<file path="config.mk">
export PLATFORM = sky130hd
export DESIGN_NAME = forwarding_hazard_unit
export DESIGN_NICKNAME = d
export VERILOG_FILES = /design/src/rtl/pipe_pkg.sv /design/src/rtl/fwd_select.sv /design/src/rtl/forwarding_hazard_unit.sv
export SDC_FILE = /design/constraint.sdc
export NUM_CORES = 1
export LEC_CHECK = 0
export BUFFER_PORTS_ARGS = -buffer_cell sky130_fd_sc_hd__buf_2
export CORE_ASPECT_RATIO = 0.8
export CORE_MARGIN = 2
export CORE_UTILIZATION = 40
export DETAILED_ROUTE_END_ITERATION = 8
export PLACE_DENSITY = 0.63
export SYNTH_ARGS = -nofsm -noshare
export SYNTH_HDL_FRONTEND = slang
export SYNTH_SLANG_ARGS = --single-unit
</file>
<file path="constraint.sdc">
create_clock -name clk -period 1.3 [get_ports clk]
set_input_delay 0 -clock clk [delete_from_list [all_inputs] [get_ports clk]]
set_output_delay 0 -clock clk [all_outputs]
set_load 0.05 [all_outputs]
</file>
<file path="src/rtl/pipe_pkg.sv">
// Shared pipeline definitions for the EX-stage operand-select logic.
// Holds the forward-mux encodings, the register-index width and the
// per-stage shadow record the hazard unit uses to track in-flight
// destination registers.
package pipe_pkg;

    localparam int REG_ADDR_W = 5;

    // Operand-mux select encodings driven to the EX stage
    localparam logic [1:0] FWD_RF  = 2'b00;
    localparam logic [1:0] FWD_WB  = 2'b01;
    localparam logic [1:0] FWD_MEM = 2'b10;

    // Destination-register shadow of one pipeline stage
    typedef struct packed {
        logic                  valid;
        logic [REG_ADDR_W-1:0] rd;
        logic                  reg_write;
        logic                  mem_read;
    } stage_t;

    // An empty stage: what a bubble or a flushed slot looks like
    function automatic stage_t bubble_stage();
        stage_t s;
        s = '0;
        return s;
    endfunction

endpackage

</file>
<file path="src/rtl/fwd_select.sv">
// Per-operand forwarding priority select (purely combinational).
// Given one source register of the instruction in ID and the shadows of
// the instructions currently in EX and MEM, decides where that operand
// must come from once the instruction reaches EX next cycle.
//
// Ports:
//   i_src       source register index read by the ID instruction
//   i_use       the ID instruction actually reads i_src
//   i_ex        shadow of the instruction now in EX
//   i_mem       shadow of the instruction now in MEM
//   o_hit_ex    the EX-stage instruction produces i_src
//   o_fwd_next  select value to be registered for the operand mux
module fwd_select
    import pipe_pkg::*;
#(
    parameter logic [REG_ADDR_W-1:0] ZERO_REG = '0
) (
    input  logic [REG_ADDR_W-1:0] i_src,
    input  logic                  i_use,
    input  stage_t                i_ex,
    input  stage_t                i_mem,
    output logic                  o_hit_ex,
    output logic [1:0]            o_fwd_next
);

    logic w_src_live;
    logic w_hit_mem;
    logic w_unused_mem_read;

    // A zero-register source never needs a forward or a stall
    assign w_src_live = i_use & (i_src != ZERO_REG);

    assign o_hit_ex  = w_src_live & i_ex.valid  & i_ex.reg_write  & (i_ex.rd  == i_src);
    assign w_hit_mem = w_src_live & i_mem.valid & i_mem.reg_write & (i_mem.rd == i_src);

    // Whether the MEM producer was a load does not matter: by the time the
    // consumer is in EX it sits in WB and its data is on Write_data.
    assign w_unused_mem_read = i_mem.mem_read;

    // The newest producer wins. A load in EX cannot be forwarded from MEM;
    // that case is a load-use stall and is cleared by the top level.
    always_comb begin
        o_fwd_next = FWD_RF;
        if (o_hit_ex && !i_ex.mem_read) begin
            o_fwd_next = FWD_MEM;
        end else if (w_hit_mem) begin
            o_fwd_next = FWD_WB;
        end
    end

endmodule

</file>
<file path="src/rtl/forwarding_hazard_unit.sv">
// Forwarding and load-use hazard unit for the 5-stage pipeline.
// Shadows rd/reg_write/mem_read for EX, MEM and WB, registers the
// ForwardA/ForwardB operand selects so they line up with the instruction
// occupying EX, and raises a one-cycle load-use stall with an ID/EX bubble.
//
// Optional build macro: HAZ_PERF_CNT_EN adds stall_cnt and fwd_cnt
// performance counters; without it those ports and counters do not exist.
//
// Ports:
//   clk, rst_n        rising-edge clock, asynchronous active-low reset
//   id_valid          ID holds a real instruction
//   id_rs1, id_rs2    source indices, with id_use_rs1/id_use_rs2 read flags
//   id_rd             destination index, id_reg_write/id_mem_read flags
//   flush             taken branch/jump in EX kills the ID instruction
//   stall             hold PC and IF/ID
//   ex_bubble         ID/EX loads a NOP on this edge
//   ForwardA/B        registered operand selects for the EX instruction
//   stall_cnt/fwd_cnt (HAZ_PERF_CNT_EN only) wrapping event counters
module forwarding_hazard_unit #(
    parameter int                                REG_ADDR_W = 5,
    parameter logic [pipe_pkg::REG_ADDR_W-1:0]   ZERO_REG   = '0
) (
    input  logic                  clk,
    input  logic                  rst_n,
    input  logic                  id_valid,
    input  logic [REG_ADDR_W-1:0] id_rs1,
    input  logic [REG_ADDR_W-1:0] id_rs2,
    input  logic                  id_use_rs1,
    input  logic                  id_use_rs2,
    input  logic [REG_ADDR_W-1:0] id_rd,
    input  logic                  id_reg_write,
    input  logic                  id_mem_read,
    input  logic                  flush,
    output logic                  stall,
    output logic                  ex_bubble,
    output logic [1:0]            ForwardA,
    output logic [1:0]            ForwardB
`ifdef HAZ_PERF_CNT_EN
    ,
    output logic [31:0]           stall_cnt,
    output logic [31:0]           fwd_cnt
`endif
);

    import pipe_pkg::*;

    stage_t     r_ex;
    stage_t     r_mem;
    stage_t     r_wb;
    stage_t     w_id_stage;
    logic       w_hit_ex_a;
    logic       w_hit_ex_b;
    logic [1:0] w_next_a;
    logic [1:0] w_next_b;
    logic [1:0] w_load_a;
    logic [1:0] w_load_b;
    logic       w_load_use;
    logic       w_issue;
    logic       w_unused_wb;

    fwd_select #(.ZERO_REG(ZERO_REG)) u_fwd_a (
        .i_src      (id_rs1),
        .i_use      (id_use_rs1),
        .i_ex       (r_ex),
        .i_mem      (r_mem),
        .o_hit_ex   (w_hit_ex_a),
        .o_fwd_next (w_next_a)
    );

    fwd_select #(.ZERO_REG(ZERO_REG)) u_fwd_b (
        .i_src      (id_rs2),
        .i_use      (id_use_rs2),
        .i_ex       (r_ex),
        .i_mem      (r_mem),
        .o_hit_ex   (w_hit_ex_b),
        .o_fwd_next (w_next_b)
    );

    // A load in EX feeding the ID instruction cannot be forwarded in time.
    // A flush discards the consumer, so it overrides the stall.
    assign w_load_use = id_valid & r_ex.mem_read & (w_hit_ex_a | w_hit_ex_b);
    assign stall      = w_load_use & ~flush;
    assign ex_bubble  = stall | flush;
    assign w_issue    = id_valid & ~stall & ~flush;

    assign w_id_stage = '{valid:     1'b1,
                          rd:        id_rd,
                          reg_write: id_reg_write,
                          mem_read:  id_mem_read};

    // The WB shadow is kept for observability only: a consumer in ID whose
    // producer is in WB is served by register-file write-through.
    assign w_unused_wb = ^r_wb;

    // A bubble slot must never carry a forwarding select
    assign w_load_a = ex_bubble ? FWD_RF : w_next_a;
    assign w_load_b = ex_bubble ? FWD_RF : w_next_b;

    // Shadow pipeline advances every edge; ID/EX takes a bubble when the
    // ID instruction is absent, stalled or flushed.
    always_ff @(posedge clk or negedge rst_n) begin
        if (!rst_n) begin
            r_ex  <= bubble_stage();
            r_mem <= bubble_stage();
            r_wb  <= bubble_stage();
        end else begin
            r_wb  <= r_mem;
            r_mem <= r_ex;
            r_ex  <= w_issue ? w_id_stage : bubble_stage();
        end
    end

    // Operand selects are computed in ID and registered so they are valid
    // while the same instruction occupies EX.
    always_ff @(posedge clk or negedge rst_n) begin
        if (!rst_n) begin
            ForwardA <= FWD_RF;
            ForwardB <= FWD_RF;
        end else begin
            ForwardA <= w_load_a;
            ForwardB <= w_load_b;
        end
    end

`ifdef HAZ_PERF_CNT_EN
    // Event counters wrap naturally at 2^32
    always_ff @(posedge clk or negedge rst_n) begin
        if (!rst_n) begin
            stall_cnt <= '0;
            fwd_cnt   <= '0;
        end else begin
            if (stall) begin
                stall_cnt <= stall_cnt + 32'd1;
            end
            if ((w_load_a != FWD_RF) || (w_load_b != FWD_RF)) begin
                fwd_cnt <= fwd_cnt + 32'd1;
            end
        end
    end
`endif

endmodule

</file>
Yosys cells after proc, flatten, opt, wreduce, memory -nomap -nowiden --
Index checks and enable logic that the tools add are counted.
Storage, ports and cells: word-level logic and storage cells 48, bits in writable memories 0, latch bits 0, output and inout bits 6, bits in read-only memories 0, memories kept 0, bits in registers 19, input bits 23
Operators by class: muxes and demuxes 7, $lt $le $gt $ge 0, divide/modulo/power cells 0, shift-type cells 0, reduce and logical (&&, ||, !) cells 5, add/sub/neg operators 0, eq/ne operators 4, multipliers 0, bitwise operators 23
Operators with widths (count):
- 5-bit == test | 4
- 1-bit bitwise AND | 19
- 5-bit nonzero test | 2
- 2-bit 2-to-1 mux | 4
- 8-bit 2-to-1 mux | 1
- 1-bit logical AND | 2
- 1-bit 2-to-1 mux | 2
- 1-bit NOT | 2
- 1-bit OR | 2
- 1-bit logical NOT | 1

Depth between registers and ports, before layout --
depth after elaboration 12, gate-level depth with buffers 6, mapped depth without buffers 5

By module --
A second synthesis with hierarchy kept.
Unflattened totals: cells, all modules 79, area, all modules 952.2 um2
By module, submodules not included:
- forwarding_hazard_unit | instances 1, sequential area each 500.5 um2, area each 621.8 um2, cells an instance 37
- fwd_select | instances 2, sequential area each 0.0 um2, area each 165.2 um2, cells an instance 21

Worst setup path after synthesis --
OpenSTA, ideal clock, no wires.
path kind reg2out, from reg r_ex[6] (netlist bit), to out stall, stages on the path, launching flop included 7, path slack -0.260 ns, arrival 1.560 ns, required time 1.300 ns, path buffers 1, cells stage by stage dfrtp_1 > xor2_1 > nor2_1 > nand4_2 > a21boi_2 > buf_6 > and2_1
Between the ends: word-level cells in the longest chain between the ends 5, elaborated cells on any way between the ends 7, classes of those cells eq/ne (2); bitwise (5)
RTL lines:
- start: declaration | line forwarding_hazard_unit.sv:47 | stage_t r_ex;
- start signal: assignment | line forwarding_hazard_unit.sv:103 | r_ex <= bubble_stage();
- start signal: assignment | line forwarding_hazard_unit.sv:109 | r_ex <= w_issue ? w_id_stage : bubble_stage();
- 5-bit == test | line fwd_select.sv:33 | assign o_hit_ex = w_src_live & i_ex.valid & i_ex.reg_write & (i_ex.rd == i_src);
- 1-bit bitwise AND | line fwd_select.sv:33
- 1-bit OR (*) | line forwarding_hazard_unit.sv:81 | assign w_load_use = id_valid & r_ex.mem_read & (w_hit_ex_a | w_hit_ex_b);
- 1-bit bitwise AND (*) | line forwarding_hazard_unit.sv:81
- 1-bit bitwise AND (*) | line forwarding_hazard_unit.sv:82 | assign stall = w_load_use & ~flush;
- end: declaration | line forwarding_hazard_unit.sv:34 | output logic stall,
Every way passes the cells marked *; elsewhere a longest branch is shown, timed or not.

Worst setup path in the final report --
from reg r_ex[3] (netlist bit), to out ex_bubble
Between the ends: word-level cells in the longest chain between the ends 6, elaborated cells on any way between the ends 8, classes of those cells eq/ne (2); bitwise (6)
RTL lines:
- 5-bit == test | line fwd_select.sv:33
- 1-bit bitwise AND | line fwd_select.sv:33
- 1-bit OR (*) | line forwarding_hazard_unit.sv:81
- 1-bit bitwise AND (*) | line forwarding_hazard_unit.sv:81
- 1-bit bitwise AND (*) | line forwarding_hazard_unit.sv:82
- 1-bit OR (*) | line forwarding_hazard_unit.sv:83 | assign ex_bubble = stall | flush;
- end: declaration | line forwarding_hazard_unit.sv:35 | output logic ex_bubble,
Marked as above.

==> key figures <==
Synth
  • Post-synth top area share: about 50%
  • Synthesized flop and latch total: 19
  • Synth unique cells: 24
  • Most numerous cell in the Yosys netlist: dfrtp_1
  • Post-synthesis sequential area ratio: 50.8%
  • Main flop type after synthesis: dfrtp_1
  • Mapped Avg Cell Area: 10.5 um2
  • Syn. warnings: 0
  • Cells after synthesis: 89
  • EDFF count, synth: 0
  • Synth cell count leaders: 19 x dfrtp_1, 12 x nor2_1, 12 x xor2_1, 8 x nand2_1, 8 x xnor2_1
  • Syn Nets: 112
  • Post-Synthesis Cell Area: 936 um2
  • Synth area leader: dfrtp_1
  • Ranking of synthesized cells by area: dfrtp_1 51%, xor2_1 11%, xnor2_1 7.5%, nor2_1 4.8%, nand2_1 3.2%
  • Async SR Flop Fraction: 100%

Global routing
  • Initial antenna violation count: 0
  • Vias in the first global route: 896
  • Global Route Usage Sum: 22.4%
  • Global-route wire length before repair: around 4300 um
  • Grt total ovfl: 0
  • Largest net degree at the start of global routing: 20

Timing
  • Ratio of final minimum period to clock period: 142%
  • Final period demand of the worst path: 1.84 ns
  • Final setup fails: 14
  • Worst Skew: 0.00545 ns
  • Achievable Freq: 542 MHz
  • Final WS setup: -0.544 ns
  • Final Max Slew Viols: 0
  • RSZ-0062 raised after global routing: true
  • Final Hold Fails: 0
  • Relative slew slack: between 70 and 80%
  • Slew @ Worst Pin: 0.422 ns

Layout
  • Fill cells: 157
  • N_diodes: 0
  • Final core utilization: a little under three quarters
  • Layout cell share with drive strength beyond 1: 47.8%
  • Post-Layout Cell Count: around 190
  • Post-route cell area: 0.00155 mm2
  • Fin nets: 185
  • Area growth syn-to-layout: 65.8%

Setup path
  • R2R depth: 9
  • Worst setup EP type: primary output
  • CP startpoint kind: register
  • Crit path largest cell delay: 0.45 ns
  • Crit-path slowest cell: dfrtp_1
  • Crit path required time: ~1.3 ns
  • Crit Path Class: reg -> out
  • Crit-path cells: xor2_1 > nor2_1 > nand4_2 > a21boi_4 > a21o_2 > buf_8
  • Critical path peak fanout: 3
  • CP arrival: 1.84 ns

Placed design
  • HPWL after detailed placement: 1640 um
  • GPL Wtd Cong: 0.863
  • Dpl ws: -0.261 ns
  • Port bufs: 28
  • Placed insts: 156
  • Placement Cell Area: 0.00122 mm2

Min path
  • Hold crit path type: in -> reg
  • Hold depth: 5

Route
  • Final WL: 2860 um
  • Drc violations: 0
  • Vias: 939
  • Wire length per cell: about 15 um
  • Via density per instance: 5.05
  • Routed Antenna Nets: 0
  • Pre-antenna DRT Iters: 4
  • First DRT Iteration DRCs: 33

Power
  • LEAKAGE: 0.000798 uW
  • PwrDens: 809 mW/mm2
  • Peak supply drop: between 500 and 600 uV
  • Total power: 1250 uW

Flow run
  • Max-cap viol count: 0

Floorplan
  • Die Y: 47.3 um
  • Site row count: 15
  • Die Span X: 58.1 um
  • Starting Density: between 40% and 50%
  • Core area: 0.00218 mm2
  • Die area: 0.00275 mm2
  • IO Count: 29

Clock tree
  • Maximum clock path buffer count: 2
  • Clock transition at path regs: between 0.1 and 0.15 ns
  • TritonCTS clock tree: built
  • Clock sinks: 19
  • H-tree lvl count: 1
  • Worst-Skew Late Latency: 0.31 ns
  • Root Driver: clkbuf_4
  • TritonCTS buffer count: 3

Run status
  • Status: finished, violations left
  • Violated checks: negative setup slack
-- state kept, by name (all words and copies together), names as in the netlist --
signal and cells:
ForwardB 2, r_ex 8, ForwardA 2, r_mem 7
-- power by group --
group	leakage [uW]	internal [uW]	switching (uW)
Sequential	0.000255	610	19.1
Clock	0.0000139	118	207
Combinational	0.000529	174	127
Total	0.000798	901	353
-- worst max-delay path: cells and delay by family, from the launching register on --
| family | cells | cell delay (ns) |
|---|---|---|
| compound gates | 2 | 0.38 |
| simple gates | 2 | 0.39 |
| buf+inv | 1 | 0.14 |
| xor+xnor | 1 | 0.16 |
| flops | 1 | 0.45 |
-- cells by family after synthesis --
| group | Yosys count | synth area share, % |
|---|---|---|
| flip-flops | 19 | 50.8 |
| XOR/XNOR | 20 | 18.7 |
| buffers and inverters | 2 | 1.60 |
| AND/OR/NAND/NOR | 38 | 21.5 |
| AO/OA/AOI/OAI | 10 | 7.35 |
-- metrics by stage --
step / TNS (ns) / hold WS, ns
final: -6.25 / 0.121
after global routing: -6.90 / 0.111
after CTS: -4.88 / 0.0894
after detailed placement: -2.21 / -0.0424
after global placement: -2.09 / -0.0484
after floorplan: -0.0766 / -0.296
-- layer usage --
| layer | share of wire, % | track usage (%) |
|---|---|---|
| met1 | 44 | 28.2 |
| met2 | 49 | 38.6 |
| met3 | 4.6 | 4.41 |
| met4 | 2.3 | 9.77 |
| met5 | 0 | 0 |
-- layout by cell type (no fill, tap or decap), types with 3 or more instances in the layout --
| cell type | synthesis | final |
|---|---|---|
| buf_2 | 0 | 26 |
| buf_4 | 0 | 25 |
| buf_6 | 1 | 7 |
| clkbuf_4 | 0 | 3 |
| dfrtp_1 | 19 | 18 |
| dlygate4sd3_1 | 0 | 10 |
| nand2_1 | 8 | 8 |
| nor2_1 | 12 | 10 |
| xnor2_1 | 8 | 7 |
| xor2_1 | 12 | 11 |
-- layout make-up --
class	count	area [um2]	share of cell area (%)
flip-flops and latches	19	477	30.7
well taps	25	31.3	2.02
clock inverters	1	7.51	0.484
clock buffers	3	22.5	1.45
multi-input cells	68	487	31.4
repair buffers	70	527	34.0
-- final timing paths --
path / startpoint / end / slack, ns
setup / recovery: r_ex[3] / ex_bubble / -0.54
hold / removal: id_use_rs1 / ForwardA[0] / 0.12
setup reg to reg: r_ex[3] / r_ex[4] / -0.53
hold reg to reg: r_ex[2] / r_mem[2] / 0.46
max in group asynchronous: rst_n / r_ex[6] / 0.85
min in group asynchronous: rst_n / ForwardA[0] / 0.14
-- what timing repair did --
action	in CTS	in global routing
hold buffers	10	0
gates resized for setup	16	5
setup endpoints to repair	12	14
pin swaps	10	5
hold endpoints to repair	30	0
setup buffers	19	1
Power figures use the tool's default switching activity.
